[config.mk]
export PLATFORM = sky130hd
export DESIGN_NAME = alu_arbiter
export DESIGN_NICKNAME = d
export VERILOG_FILES = /design/src/rtl/alu_arbiter_pkg.sv /design/src/rtl/alu_arbiter_alu.sv /design/src/rtl/alu_arbiter.sv
export SDC_FILE = /design/constraint.sdc
export NUM_CORES = 1
export LEC_CHECK = 0
export ABC_AREA = 0
export BUFFER_PORTS_ARGS = -buffer_cell sky130_fd_sc_hd__buf_2
export CORE_MARGIN = 3
export CORE_UTILIZATION = 61
export DETAILED_ROUTE_END_ITERATION = 10
export GPL_ROUTABILITY_DRIVEN = 0
export PLACE_DENSITY_LB_ADDON = 0.15
export SLEW_MARGIN = 30
export SYNTH_ARGS = -nofsm -noshare
export SYNTH_HDL_FRONTEND = slang
export SYNTH_SLANG_ARGS = --single-unit
[constraint.sdc]
create_clock -name clk -period 18.84 [get_ports clk]
set_input_delay 3.768 -clock clk [delete_from_list [all_inputs] [get_ports clk]]
set_output_delay 3.768 -clock clk [all_outputs]
set_load 0.1 [all_outputs]
[src/rtl/alu_arbiter_pkg.sv]
// Shared types for the two-requester ALU arbiter: operation encoding and FSM states.
package alu_arbiter_pkg;

  typedef enum logic [1:0] {
    ADD     = 2'b00,
    SUB     = 2'b01,
    MULT    = 2'b10,
    ILLEGAL = 2'b11
  } op_e;

  typedef enum logic [1:0] {
    IDLE = 2'b00,
    EXEC = 2'b01,
    RESP = 2'b10
  } state_e;

  function automatic logic [1:0] idx2oh(input logic idx);
    return idx ? 2'b10 : 2'b01;
  endfunction

endpackage

[src/rtl/alu_arbiter_alu.sv]
// Combinational ALU: modulo-2^n add/sub/mult; the illegal encoding yields zero.
module alu_arbiter_alu
  import alu_arbiter_pkg::*;
#(
  parameter int n = 32
) (
  input  logic [n-1:0] op1_i,
  input  logic [n-1:0] op2_i,
  input  op_e          sel_i,
  output logic [n-1:0] result_o,
  output logic         zero_o
);

  always_comb begin
    result_o = '0;
    case (sel_i)
      ADD:     result_o = op1_i + op2_i;
      SUB:     result_o = op1_i - op2_i;
      MULT:    result_o = op1_i * op2_i;
      default: result_o = '0;
    endcase
    zero_o = (result_o == '0);
  end

endmodule

[src/rtl/alu_arbiter.sv]
// Round-robin arbiter sharing one ALU between two requesters (IDLE/EXEC/RESP).
// Optional rsp_err output for sel=11 when ALU_ARB_ILLEGAL_ERR_EN is defined.
module alu_arbiter
  import alu_arbiter_pkg::*;
#(
  parameter int n        = 32,
  parameter int MULT_LAT = 3
) (
  input  logic                clk,
  input  logic                rst,
  input  logic [1:0]          req_valid,
  output logic [1:0]          req_ready,
  input  logic [1:0][n-1:0]   req_op1,
  input  logic [1:0][n-1:0]   req_op2,
  input  logic [1:0][1:0]     req_sel,
  output logic [1:0]          rsp_valid,
  input  logic [1:0]          rsp_ready,
  output logic [n-1:0]        rsp_result,
  output logic                rsp_zero
`ifdef ALU_ARB_ILLEGAL_ERR_EN
  ,output logic               rsp_err
`endif
);

  localparam int CNT_W = (MULT_LAT > 1) ? $clog2(MULT_LAT) : 1;

  state_e           state_q, state_d;
  logic [CNT_W-1:0] cnt_q, cnt_d;
  logic             owner_q, owner_d;
  logic             last_q, last_d;
  logic [n-1:0]     result_q, result_d;
  logic             zero_q, zero_d;
`ifdef ALU_ARB_ILLEGAL_ERR_EN
  logic             err_q, err_d;
`endif

  logic [n-1:0]     op1_q, op2_q;
  op_e              sel_q;
  logic             gnt_idx;
  logic             accept;
  logic [n-1:0]     alu_result;
  logic             alu_zero;

  // On a tie the requester not granted last wins; a lone request wins outright.
  always_comb begin
    gnt_idx   = (req_valid == 2'b11) ? ~last_q : req_valid[1];
    accept    = (state_q == IDLE) && (|req_valid);
    req_ready = accept ? idx2oh(gnt_idx) : 2'b00;
  end

  alu_arbiter_alu #(.n(n)) u_alu (
    .op1_i    (op1_q),
    .op2_i    (op2_q),
    .sel_i    (sel_q),
    .result_o (alu_result),
    .zero_o   (alu_zero)
  );

  always_comb begin
    state_d  = state_q;
    cnt_d    = cnt_q;
    owner_d  = owner_q;
    last_d   = last_q;
    result_d = result_q;
    zero_d   = zero_q;
`ifdef ALU_ARB_ILLEGAL_ERR_EN
    err_d    = err_q;
`endif
    case (state_q)
      IDLE: begin
        if (accept) begin
          state_d = EXEC;
          owner_d = gnt_idx;
          cnt_d   = (op_e'(req_sel[gnt_idx]) == MULT) ? CNT_W'(MULT_LAT - 1) : '0;
        end
      end
      EXEC: begin
        if (cnt_q == '0) begin
          state_d  = RESP;
          result_d = alu_result;
          zero_d   = alu_zero;
`ifdef ALU_ARB_ILLEGAL_ERR_EN
          err_d    = (sel_q == ILLEGAL);
`endif
        end else begin
          cnt_d = cnt_q - CNT_W'(1);
        end
      end
      RESP: begin
        if (rsp_ready[owner_q]) begin
          state_d = IDLE;
          last_d  = owner_q;
        end
      end
      default: state_d = IDLE;
    endcase
  end

  always_ff @(posedge clk or posedge rst) begin
    if (rst) begin
      state_q  <= IDLE;
      cnt_q    <= '0;
      owner_q  <= 1'b0;
      last_q   <= 1'b1;
      result_q <= '0;
      zero_q   <= 1'b0;
`ifdef ALU_ARB_ILLEGAL_ERR_EN
      err_q    <= 1'b0;
`endif
    end else begin
      state_q  <= state_d;
      cnt_q    <= cnt_d;
      owner_q  <= owner_d;
      last_q   <= last_d;
      result_q <= result_d;
      zero_q   <= zero_d;
`ifdef ALU_ARB_ILLEGAL_ERR_EN
      err_q    <= err_d;
`endif
    end
  end

  // Operands are captured at acceptance so later req_* changes cannot disturb the op.
  always_ff @(posedge clk) begin
    if (accept) begin
      op1_q <= req_op1[gnt_idx];
      op2_q <= req_op2[gnt_idx];
      sel_q <= op_e'(req_sel[gnt_idx]);
    end
  end

  assign rsp_valid  = (state_q == RESP) ? idx2oh(owner_q) : 2'b00;
  assign rsp_result = result_q;
  assign rsp_zero   = zero_q;
`ifdef ALU_ARB_ILLEGAL_ERR_EN
  assign rsp_err    = err_q;
`endif

endmodule

==> results of run 1 <==
## stage by stage
stage / hold WS [ns] / instance area, um2 / std cells
after global placement: 0.458 / 24000 / 2986
after global routing: 0.511 / 24300 / 3002
final: 0.481 / 24300 / 3002
after detailed placement: 0.463 / 24000 / 2986
after CTS: 0.481 / 24300 / 3002
after floorplan: 0.451 / 22800 / 2436
## cell usage after synthesis (all sizes together) (18+ instances only)
cell type | n | area share, %
fa | 409 | 36
inv | 399 | 6.6
and2 | 313 | 8.6
nand2 | 292 | 4.8
ha | 157 | 8.6
clkbuf | 119 | 2.0
xnor2 | 96 | 3.7
mux2 | 73 | 3.6
edfxtp | 66 | 8.7
nor2 | 59 | 0.97
a21oi | 57 | 1.3
o21ai | 53 | 1.2
xor2 | 40 | 1.5
dfrtp | 38 | 4.2
a21o | 21 | 0.69
nor3 | 19 | 0.42
a31oi | 18 | 0.49
## worst paths after layout
check,from,to,slack [ns],depth (start not counted)
hold / removal,cnt_q[0],cnt_q[0],0.48,1
hold reg to reg,cnt_q[0],cnt_q[0],0.48,1
setup / recovery,req_valid[1],req_ready[1],9.77,5
setup reg to reg,op1_q[15],rsp_zero,10.62,23
max in group asynchronous,rst,last_q,14.98,3
min in group asynchronous,rst,state_q[1],3.50,3
## state kept, by name, indices dropped and copies added (netlist names)
name and flops:
rsp_result 32, last_q 1, sel_q 2, op1_q 32
rsp_zero 1, owner_q 1, op2_q 32, state_q 2
cnt_q 2
## layout make-up
cell class              instances  area, um2  area share [%]
clock buffers                  10        239           0.982
clock inverters                 6       52.6           0.216
inverters                     399       1500            6.16
multi-input cells            1802      17800            73.3
flip-flops and latches        105       2960            12.2
well taps                     468        586            2.41
repair buffers                212       1160            4.75
## cell families after synthesis
family,synth area share (%)
AND/OR/NAND/NOR,17.6
flip-flops,13.0
adder cells (fa/ha/maj),44.6
buffers and inverters,8.76
multiplexers,3.78
AO/OA/AOI/OAI,7.06
XOR/XNOR,5.26
## per-layer routing
layer / wire length, um / GRT usage [%] / vias up / share of wire [%]
li1: - / - / 7782 / -
met1: 24100 / 43.2 / 8728 / 41
met2: 28200 / 52.0 / 808 / 47
met3: 4710 / 3.63 / 171 / 7.9
met4: 2520 / 12.2 / 2 / 4.2
met5: 12 / 0 / - / 0.020
==> impl_summary.log, run 1 <==
INFO  metric outcome = complete, no violations
INFO  metric worstPathMaxFanout = 68
INFO  metric drive_gt1_share = 12.6%
INFO  metric synth.yosys.seq_area_share = about an eighth
INFO  metric maxSlewHeadroom = 37.5%
INFO  metric synth-edff-count = 66
INFO  metric area_of_the_placeable_core = between 30,000 and 40,000 um2
INFO  metric layout.cells.most_common_list = fa_1, inv_1, and2_1
INFO  metric final_hold_viol_count = 0
INFO  metric hold_path.class = register to register
INFO  metric fin_skew = about 0.017 ns
INFO  metric track_usage = 31.5%
INFO  metric clock_tree.root_cell = clkbuf_16
INFO  metric flow.area_growth_from_synthesis = 6.82%
INFO  metric netlist-cell-type-count = 78
INFO  metric setup-tns-final = 0 ns
INFO  metric vias_in_the_first_global_route = 18,600
INFO  metric drt_wl_total = slightly below 60 mm
INFO  metric worstPathRequired = 15.07 ns
INFO  metric mostFrequentLayoutCell = fa_1
INFO  metric detailedRoute.firstIterationViolations = between 1,000 and 1,500
INFO  metric syn_area_per_cell = between 9 and 10 um2
INFO  metric worst_path_most_repeated_cell = buf_2
INFO  metric io-pin-count = roughly 180
INFO  metric tritoncts_clock_tree = yes
INFO  metric cts.clk_slew.worst_paths = about 0.08 ns
INFO  metric grt_remaining_overflow = 0
INFO  metric postCtsSetupBuffers = 0
INFO  metric period_share = 48.1%
INFO  metric critical_path_arrival = around 5.3 ns
INFO  metric cts_repair_resize_count = 0
INFO  metric numCtsBuffers = 9
INFO  metric critical_path_start_end_classification = primary input to primary output
INFO  metric path_cells = buf_2 > a21boi_4 > buf_4 > and2_1 > buf_2
INFO  metric postLayoutCoreUtil = between 60% and 70%
INFO  metric setup.worst_path.end_class = primary output
INFO  metric grt_antenna_before_repair = 1
INFO  metric global_route_wire_length_before_repair = approximately 100 mm
INFO  metric row_cnt = 70
INFO  metric grt_setup_unrepaired = no
INFO  metric synthArstFlopShare = a little under two fifths
INFO  metric pin_count_of_the_biggest_net_entering_global_routing = between 60 and 70
INFO  metric setup_violations = 0
INFO  metric insertion_delay = between 0.3 and 0.4 ns
INFO  metric fp.dieArea = approximately 40,000 um2
INFO  metric antenna_left = 0
INFO  metric vias_per_cell = about 5.8
INFO  metric cp_slowest_stage_delay = 0.61 ns
INFO  metric critical_path.top_delay_family = buffers and inverters
INFO  metric fill_cells = just under 3,000
INFO  metric clock-sinks = 105
INFO  metric final_critical_path_setup_slack = 9.77 ns
INFO  metric final_nets = 3,233
INFO  metric mappedNetlistNets = 3,140
INFO  metric port-buffer-count = around 170
INFO  metric dr_total_vias = approximately 17,000
INFO  metric drc_errors = 0
INFO  metric period_minus_slack = between 9 and 10 ns
INFO  metric dr_wl_cell = roughly 20 um
INFO  metric fmaxAchievable = approximately 0.11 GHz
INFO  metric floorplan.initialDensity = 62.1%
INFO  metric synthesis.area = approximately 23,000 um2
INFO  metric startpoint_type = primary input
INFO  metric hold_bufs_inserted_after_cts = 0
INFO  metric detailed_placement_hpwl = around 45 mm
INFO  metric primary_flip_flop_cell_chosen_by_synthesis_mapping = edfxtp_1
INFO  metric critPathSlowestCell = buf_4
INFO  metric drt_pre_antenna_iters = 5
INFO  metric slew_viol_final = 0
INFO  metric vert_die_dim = 199 um
INFO  metric drv_cap = 0
INFO  metric die_x = roughly 200 um
INFO  metric synth.ff_latch_count = 105
INFO  metric clock_tree.buffer_depth = 2
INFO  metric crit_path_buf_inv_count = 3
INFO  metric post_synthesis_cells = 2,436
INFO  metric yosys_warnings = 0
INFO  metric preCtsSetupSlack = between 9 and 10 ns
INFO  metric tightestPinTransition = between 0.9 and 1 ns
INFO  metric num_antenna_cells = 0
INFO  metric htree_num_levels = 3
Power of run 1 is not shown: default switching activity piles up to over one toggle a cycle in this logic, so the estimate is an artifact.
==> inputs of run 2 (changes only) <==
ABC_AREA = 1   (was 0)
CORE_UTILIZATION = 58   (was 61)
clock period = 7.8 ns   (was 18.84 ns; I/O delays follow)
==> run 2 against run 1 <==
First-iteration DRC count is 54% higher; flip-flop and latch count did not move; final area grew 7.3%; register-to-register slack worse by 10 ns; synthesized area grew 5.9%; critical path depth increased by 24; utilization is 2.5 points lower; critical endpoint is now rsp_zero.
==> impl_summary.log, run 2 <==
INFO  metric synth.cells.most_frequent = nand2_1, inv_1, fa_1
INFO  metric dr_total_vias = 21,400 (+22%)
INFO  metric slew_viol_final = 0 (unchanged)
INFO  metric most_area_consuming_cells_after_synthesis = fa_1, nand2_1, inv_1
INFO  metric crit_path_buf_inv_count = 6 (+3)
INFO  metric yosysTopAreaCell = fa_1
INFO  metric io-pin-count = 175 (unchanged)
INFO  metric detailed_placement_hpwl = 57.9 mm (+29%)
INFO  metric clock_tree.buffer_depth = 2 (unchanged)
INFO  metric hold_bufs_inserted_after_cts = 0 (unchanged)
INFO  metric critical_path_arrival = 7.70 ns (+2.40 ns)
INFO  metric track_usage = 32.5% (+0.99 points)
INFO  metric mostFrequentLayoutCell = nand2_1
INFO  metric period_share = 94.7%
INFO  metric layout.cells.most_common_list = nand2_1, inv_1, fa_1
INFO  metric row_cnt = 74 (+5.7%)
INFO  metric cp_slowest_stage_delay = 0.99 ns (+0.38 ns)
INFO  metric synth.ff_latch_count = 105 (unchanged)
INFO  metric antenna_left = 0 (unchanged)
INFO  metric synthSimpleGateAreaFrac = 22.7% (+5.1 points)
INFO  metric drc_errors = 0 (unchanged)
INFO  metric synthXorXnorAreaFrac = 2.47% (-2.8 points)
INFO  metric worst_path_most_repeated_cell = fa_1
INFO  metric final_hold_viol_count = 0 (unchanged)
INFO  metric muxShareOfSynthArea = 0% (-3.8 points)
INFO  metric drt_pre_antenna_iters = 7 (+2)
INFO  metric synth.yosys.seq_area_share = 12.3% (-0.72 points)
INFO  metric fp.dieArea = 44,100 um2 (+11%)
INFO  metric grt_remaining_overflow = 0 (unchanged)
INFO  metric maxSlewHeadroom = 28.4% (-9.1 points)
INFO  metric global_route_wire_length_before_repair = 113 mm (+15%)
INFO  metric drive_gt1_share = 8.79% (-3.8 points)
INFO  metric grt_antenna_before_repair = 2 (+1)
INFO  metric multiInputGateArea = 17,500 um2 (-2.2%)
INFO  metric synth_compound_area_share = 5.11% (-2.0 points)
INFO  metric final_nets = 4,133 (+28%)
INFO  metric synthesis.area = 24,100 um2 (+5.9%)
INFO  metric setup-tns-final = 0 ns (unchanged)
INFO  metric syn_area_per_cell = 7.29 um2 (-22%)
INFO  metric vias_in_the_first_global_route = 21,800 (+18%)
INFO  metric mappedNetlistNets = 4,012 (+28%)
INFO  metric synth-adder-area-share = 42.1% (-2.5 points)
INFO  metric cts.clk_slew.worst_paths = 0.08 ns (about the same)
INFO  metric fin_skew = 0.0114 ns (-0.00522 ns)
INFO  metric numCtsBuffers = 9 (unchanged)
INFO  metric area_of_the_placeable_core = 40,900 um2 (+12%)
INFO  metric fmaxAchievable = 0.135 GHz
INFO  metric floorplan.initialDensity = 58.9% (-3.2 points)
INFO  metric port-buffer-count = 174 (unchanged)
INFO  metric fill_cells = 3,705 (+26%)
INFO  metric worstPathRequired = 8.12 ns (-6.95 ns)
INFO  metric final-seq-area = 2960 um2 (unchanged)
INFO  metric synthArstFlopShare = 37.1% (unchanged)
INFO  metric netlist-cell-type-count = 52 (-33%)
INFO  metric die_x = 210 um (+5.3%)
INFO  metric grt_setup_unrepaired = no
INFO  metric dr_wl_cell = 17.5 um (-12%)
INFO  metric drv_cap = 0 (unchanged)
INFO  metric post_synthesis_cells = 3,308 (+36%)
INFO  metric outcome = complete, no violations
INFO  metric synth-edff-count = 66 (unchanged)
INFO  metric hold_path.class = register to register
INFO  metric setup_violations = 0 (unchanged)
INFO  metric yosysMostFrequentCell = nand2_1
INFO  metric yosys_warnings = 0 (unchanged)
INFO  metric tritoncts_clock_tree = yes
INFO  metric worstPathMaxFanout = 19 (-72%)
INFO  metric period_minus_slack = around 7.4 ns
INFO  metric critical_path.top_delay_family = adder cells
INFO  metric htree_num_levels = 3 (unchanged)
INFO  metric drt_wl_total = 69.5 mm (+17%)
INFO  metric critical_path_start_end_classification = register to register
INFO  metric clock-sinks = 105 (unchanged)
INFO  metric clock_tree.root_cell = clkbuf_16
INFO  metric synth.top_cell.area_share = 34.0% (-2.0 points)
INFO  metric critPathSlowestCell = edfxtp_1
INFO  metric flow.area_growth_from_synthesis = 8.27%
INFO  metric pin_count_of_the_biggest_net_entering_global_routing = 68 (-1.4%)
INFO  metric vert_die_dim = 210 um (+5.3%)
INFO  metric synth_top_family_by_area = adder cells
INFO  metric primary_flip_flop_cell_chosen_by_synthesis_mapping = edfxtp_1
INFO  metric vias_per_cell = 5.38 (-7.7%)
INFO  metric detailedRoute.firstIterationViolations = 1,959 (+54%)
INFO  metric startpoint_type = register
INFO  metric setup.worst_path.end_class = register
INFO  metric tightestPinTransition = 1.07 ns (+0.136 ns)
INFO  metric insertion_delay = 0.38 ns (+0.02 ns)
-- run 2: logic make-up (layout without fill, tap and decap cells) --
kind of cell    after synthesis  count (layout)
compound gates              223             223
xor+xnor                     68              68
fa+ha+maj                   566             566
buf+inv                     977            1103
flops                       105             105
other cells                   0               4
simple gates               1369            1369
-- run 2: area by class of cell --
class | instances | area share (%)
Clock inverter | 6 | 0.173
Timing Repair Buffer | 254 | 6.10
Antenna cell | 4 | 0.0383
Clock buffer | 10 | 0.959
Multi-Input combinational cell | 2226 | 66.9
Tap cell | 532 | 2.55
Inverter | 833 | 12.0
Sequential cell | 105 | 11.3
-- run 2: routing by layer --
metal  part of all wire, %  vias up  GRT usage, %
li1                      -     9880             -
met1                    39    10100          43.8
met3                    11      214          5.59
met2                    45     1160          52.1
met4                   5.0        0          14.0
met5                     0        -             0
-- run 2: repair_timing --
item | CTS | global route
endpoints found under the setup margin | 0 | 2
buffers inserted | 0 | 9
endpoints found under the hold margin | 0 | 0
resized for setup | 0 | 0
-- run 2: worst paths after layout --
kind,to,start,slack [ns],depth (start not counted)
setup / recovery,rsp_zero,op1_q[14],0.41,29
hold / removal,rsp_result[7],rsp_result[7],0.48,2
setup reg to reg,rsp_zero,op1_q[14],0.41,29
hold reg to reg,rsp_result[7],rsp_result[7],0.48,2
max in group asynchronous,last_q,rst,6.16,3
min in group asynchronous,owner_q,rst,1.29,3
-- run 2: through the flow --
| step | hold WS (ns) | util, % | cell area [um2] | instances | setup slack (ns) |
|---|---|---|---|---|---|
| global placement | 0.465 | 62.7 | 25600 | 3940 | 0.450 |
| finish | 0.480 | 63.8 | 26100 | 3970 | 0.415 |
| global route | 0.496 | 63.8 | 26100 | 3967 | 0.0186 |
| detailed placement | 0.469 | 62.7 | 25600 | 3940 | 0.405 |
| floorplan | 0.465 | - | 24100 | 3308 | 1.03 |
| CTS | 0.489 | 63.4 | 25900 | 3956 | 0.353 |
-- run 2: worst reg2reg max path: cells and delay by family (launching register included) --
family,cells,cell delay (ns)
AOI/OAI and AO/OA,2,0.24
adders and majority gates,9,4.22
buffers and inverters,6,0.42
DFF,1,0.99
and+or+nand+nor,12,1.45
Power of run 2 is left out for the same reason.
==> inputs of run 3 (changes only) <==
SYNTH_HIERARCHICAL = 1   (was default)
==> run 3 against run 2 <==
Register-to-register slack got worse by 0.21 ns; critical path depth grew 1; utilization is 1.6 points higher; critical path type unchanged; largest cell class unchanged; highest routed layer unchanged.
==> impl_summary.log, run 3 <==
INFO  metric final_nets = 4,298 (+4.0%)
INFO  metric period_minus_slack = 7.60 ns (+0.214 ns)
INFO  metric grt_remaining_overflow = 0 (unchanged)
INFO  metric crit-reg2reg-capture = rsp_zero
INFO  metric mappedNetlistNets = 4,116 (+2.6%)
INFO  metric detailedRoute.firstIterationViolations = 2,001 (+2.1%)
INFO  metric row_cnt = 74 (unchanged)
INFO  metric pin_count_of_the_biggest_net_entering_global_routing = 68 (unchanged)
INFO  metric io-pin-count = 175 (unchanged)
INFO  metric worst-r2r-setup-slack = 0.20 ns (-0.21 ns)
INFO  metric yosysMostFrequentCell = nand2_1
INFO  metric antenna_left = 0 (unchanged)
INFO  metric vert_die_dim = 212 um (+1.0%)
INFO  metric vias_per_cell = 5.39 (+0.12%)
INFO  metric setup_violations = 0 (unchanged)
INFO  metric area_of_the_placeable_core = 41,400 um2 (+1.1%)
INFO  metric drive_gt1_share = 10.5% (+1.7 points)
INFO  metric drv_cap = 0 (unchanged)
INFO  metric synth-edff-count = 66 (unchanged)
INFO  metric setup-tns-final = 0 ns (unchanged)
INFO  metric syn_area_per_cell = 7.22 um2 (-0.99%)
INFO  metric global_route_wire_length_before_repair = 119 mm (+5.9%)
INFO  metric tritoncts_clock_tree = yes
INFO  metric fill_cells = 3,610 (-2.6%)
INFO  metric grt_antenna_before_repair = 2 (unchanged)
INFO  metric post_synthesis_cells = 3,412 (+3.1%)
INFO  metric dr_wl_cell = 18.1 um (+3.4%)
INFO  metric primary_flip_flop_cell_chosen_by_synthesis_mapping = edfxtp_1
INFO  metric fp.dieArea = 45,000 um2 (+2.1%)
INFO  metric floorplan.initialDensity = 59.5% (+0.58 points)
INFO  metric mostFrequentLayoutCell = nand2_1
INFO  metric fin_skew = 0.0192 ns (+0.00779 ns)
INFO  metric critical_path_arrival = 7.90 ns (+0.20 ns)
INFO  metric drc_errors = 0 (unchanged)
INFO  metric cp_slowest_stage_delay = 0.59 ns (-0.40 ns)
INFO  metric layout.cells.most_common_list = nand2_1, inv_1, fa_1
INFO  metric clock-sinks = 105 (unchanged)
INFO  metric maxSlewHeadroom = 35.8% (+7.4 points)
INFO  metric setup.worst_path.end_class = register
INFO  metric port-buffer-count = 174 (unchanged)
INFO  metric worst_r2r_path_depth = 30 (+3.4%)
INFO  metric vias_in_the_first_global_route = 22,800 (+4.6%)
INFO  metric worstPathRequired = 8.10 ns (-0.02 ns)
INFO  metric synth.cells.most_frequent = nand2_1, inv_1, fa_1
INFO  metric clock_tree.buffer_depth = 2 (unchanged)
INFO  metric final_hold_viol_count = 0 (unchanged)
INFO  metric synth.ff_latch_count = 105 (unchanged)
INFO  metric netlist-cell-type-count = 52 (unchanged)
INFO  metric critical_path.top_delay_family = adder cells
INFO  metric yosysTopAreaCell = fa_1
INFO  metric slew_viol_final = 0 (unchanged)
INFO  metric postLayoutCoreUtil = 65.4% (+1.6 points)
INFO  metric outcome = complete, no violations
INFO  metric synthArstFlopShare = 37.1% (unchanged)
INFO  metric htree_num_levels = 3 (unchanged)
INFO  metric flow.area_growth_from_synthesis = 9.90%
INFO  metric most_area_consuming_cells_after_synthesis = fa_1, nand2_1, inv_1
INFO  metric synthesis.area = 24,600 um2 (+2.1%)
INFO  metric startpoint_type = register
INFO  metric period_share = 97.4% (+2.7 points)
INFO  metric drt_pre_antenna_iters = 7 (unchanged)
INFO  metric setup.worst_path.end = rsp_zero
INFO  metric critPathSlowestCell = edfxtp_1
INFO  metric synth.yosys.seq_area_share = 12.0% (-0.26 points)
INFO  metric clock_tree.root_cell = clkbuf_16
INFO  metric fmaxAchievable = 0.132 GHz (-2.8%)
INFO  metric critical_path_start_end_classification = register to register
INFO  metric crit_path_buf_inv_count = 7 (+1)
INFO  metric dr_total_vias = 22,300 (+4.2%)
INFO  metric tightestPinTransition = 0.963 ns (-0.110 ns)
INFO  metric worstPathMaxFanout = 8 (-11)
INFO  metric worstSetupStartpoint = op1_q[16]
INFO  metric track_usage = 34.3% (+1.8 points)
INFO  metric detailed_placement_hpwl = 62.3 mm (+7.5%)
INFO  metric critical_path_cell_count = 30 (+3.4%)
INFO  metric worst_path_most_repeated_cell = fa_1
INFO  metric yosys_warnings = 6 (+6)
INFO  metric die_x = 212 um (+1.0%)
INFO  metric cts.clk_slew.worst_paths = 0.10 ns (+0.02 ns)
INFO  metric synth.top_cell.area_share = 33.3% (-0.71 points)
INFO  metric hold_path.class = register to register
INFO  metric insertion_delay = 0.40 ns (+0.02 ns)
INFO  metric ff_to_ff_start = op1_q[16]
INFO  metric drt_wl_total = 74.8 mm (+7.7%)
INFO  metric numCtsBuffers = 9 (unchanged)
-- run 3: cell types whose count changed in the layout (fill, tap and decap cells not counted), sizes merged, moves of 6 or more --
| cell | previous run | this run |
|---|---|---|
| inv | 833 | 895 |
| buf | 254 | 314 |
| nand2 | 1087 | 1139 |
| nand3 | 88 | 116 |
| a21oi | 90 | 75 |
| nand3b | 9 | 23 |
| nor2 | 124 | 114 |
| xor2 | 41 | 35 |
-- run 3: cells by family (layout without fill, tap and decap cells) --
group,count (synthesis),in the layout,synth area share [%]
xor gates and xnor gates,57,57,2.03
buffers and inverters,1035,1222,16.4
AOI/OAI and AO/OA,195,195,4.35
DFF,105,105,12.0
adders and majority gates,566,566,41.2
and+or+nand+nor,1454,1454,24.0
other,0,1,0
-- run 3: worst min-delay path, delay by kind of cell, from the launching register on --
kind | cells | cell delay (ns)
compound gates | 1 | 0.06
flops | 1 | 0.38
simple gates | 1 | 0.05
-- run 3: worst min path at each step --
stage	from	endpoint	cells after the start
floorplan	last_q	last_q	2
global placement	rsp_result[30]	rsp_result[30]	2
detailed placement	rsp_result[18]	rsp_result[18]	2
CTS	last_q	last_q	2
global route	last_q	last_q	2
finish	last_q	last_q	2
-- run 3: layout make-up --
class                           instances  area (um2)  area share [%]
Tap cell                              532         666            2.46
Antenna cell                            1        2.50         0.00925
Timing Repair Buffer                  314        2060            7.61
Inverter                              892        3350            12.4
Clock buffer                           10         229           0.846
Clock inverter                          6        62.6           0.231
Sequential cell                       105        2960            10.9
Multi-Input combinational cell       2272       17700            65.5
-- run 3: stage by stage --
stage	instance area, um2	std cells	hold slack [ns]	setup slack [ns]
5_1_grt	27100	4131	0.510	-0.0281
3_3_place_gp	26100	4063	0.471	-0.113
3_5_place_dp	26100	4063	0.473	-0.0689
2_1_floorplan	24600	3412	0.453	0.953
4_1_cts	26500	4086	0.490	0.0268
6_report	27100	4132	0.487	0.200
-- run 3: metal layers --
layer | GRT usage (%) | part of all wire (%) | vias to the layer above
li1 | - | - | 10300
met1 | 45.8 | 39 | 10500
met2 | 56.0 | 46 | 1187
met3 | 5.83 | 9.8 | 269
met4 | 14.5 | 5.3 | 0
met5 | 0 | 0 | -
-- run 3: what timing repair did --
item,4_1_cts,5_1_grt
cloned,0,0
setup endpoints to repair,1,4
resized for setup,1,23
hold buffers,0,0
pin swaps,0,2
buffers inserted,7,45
Power of run 3 is left out for the same reason.
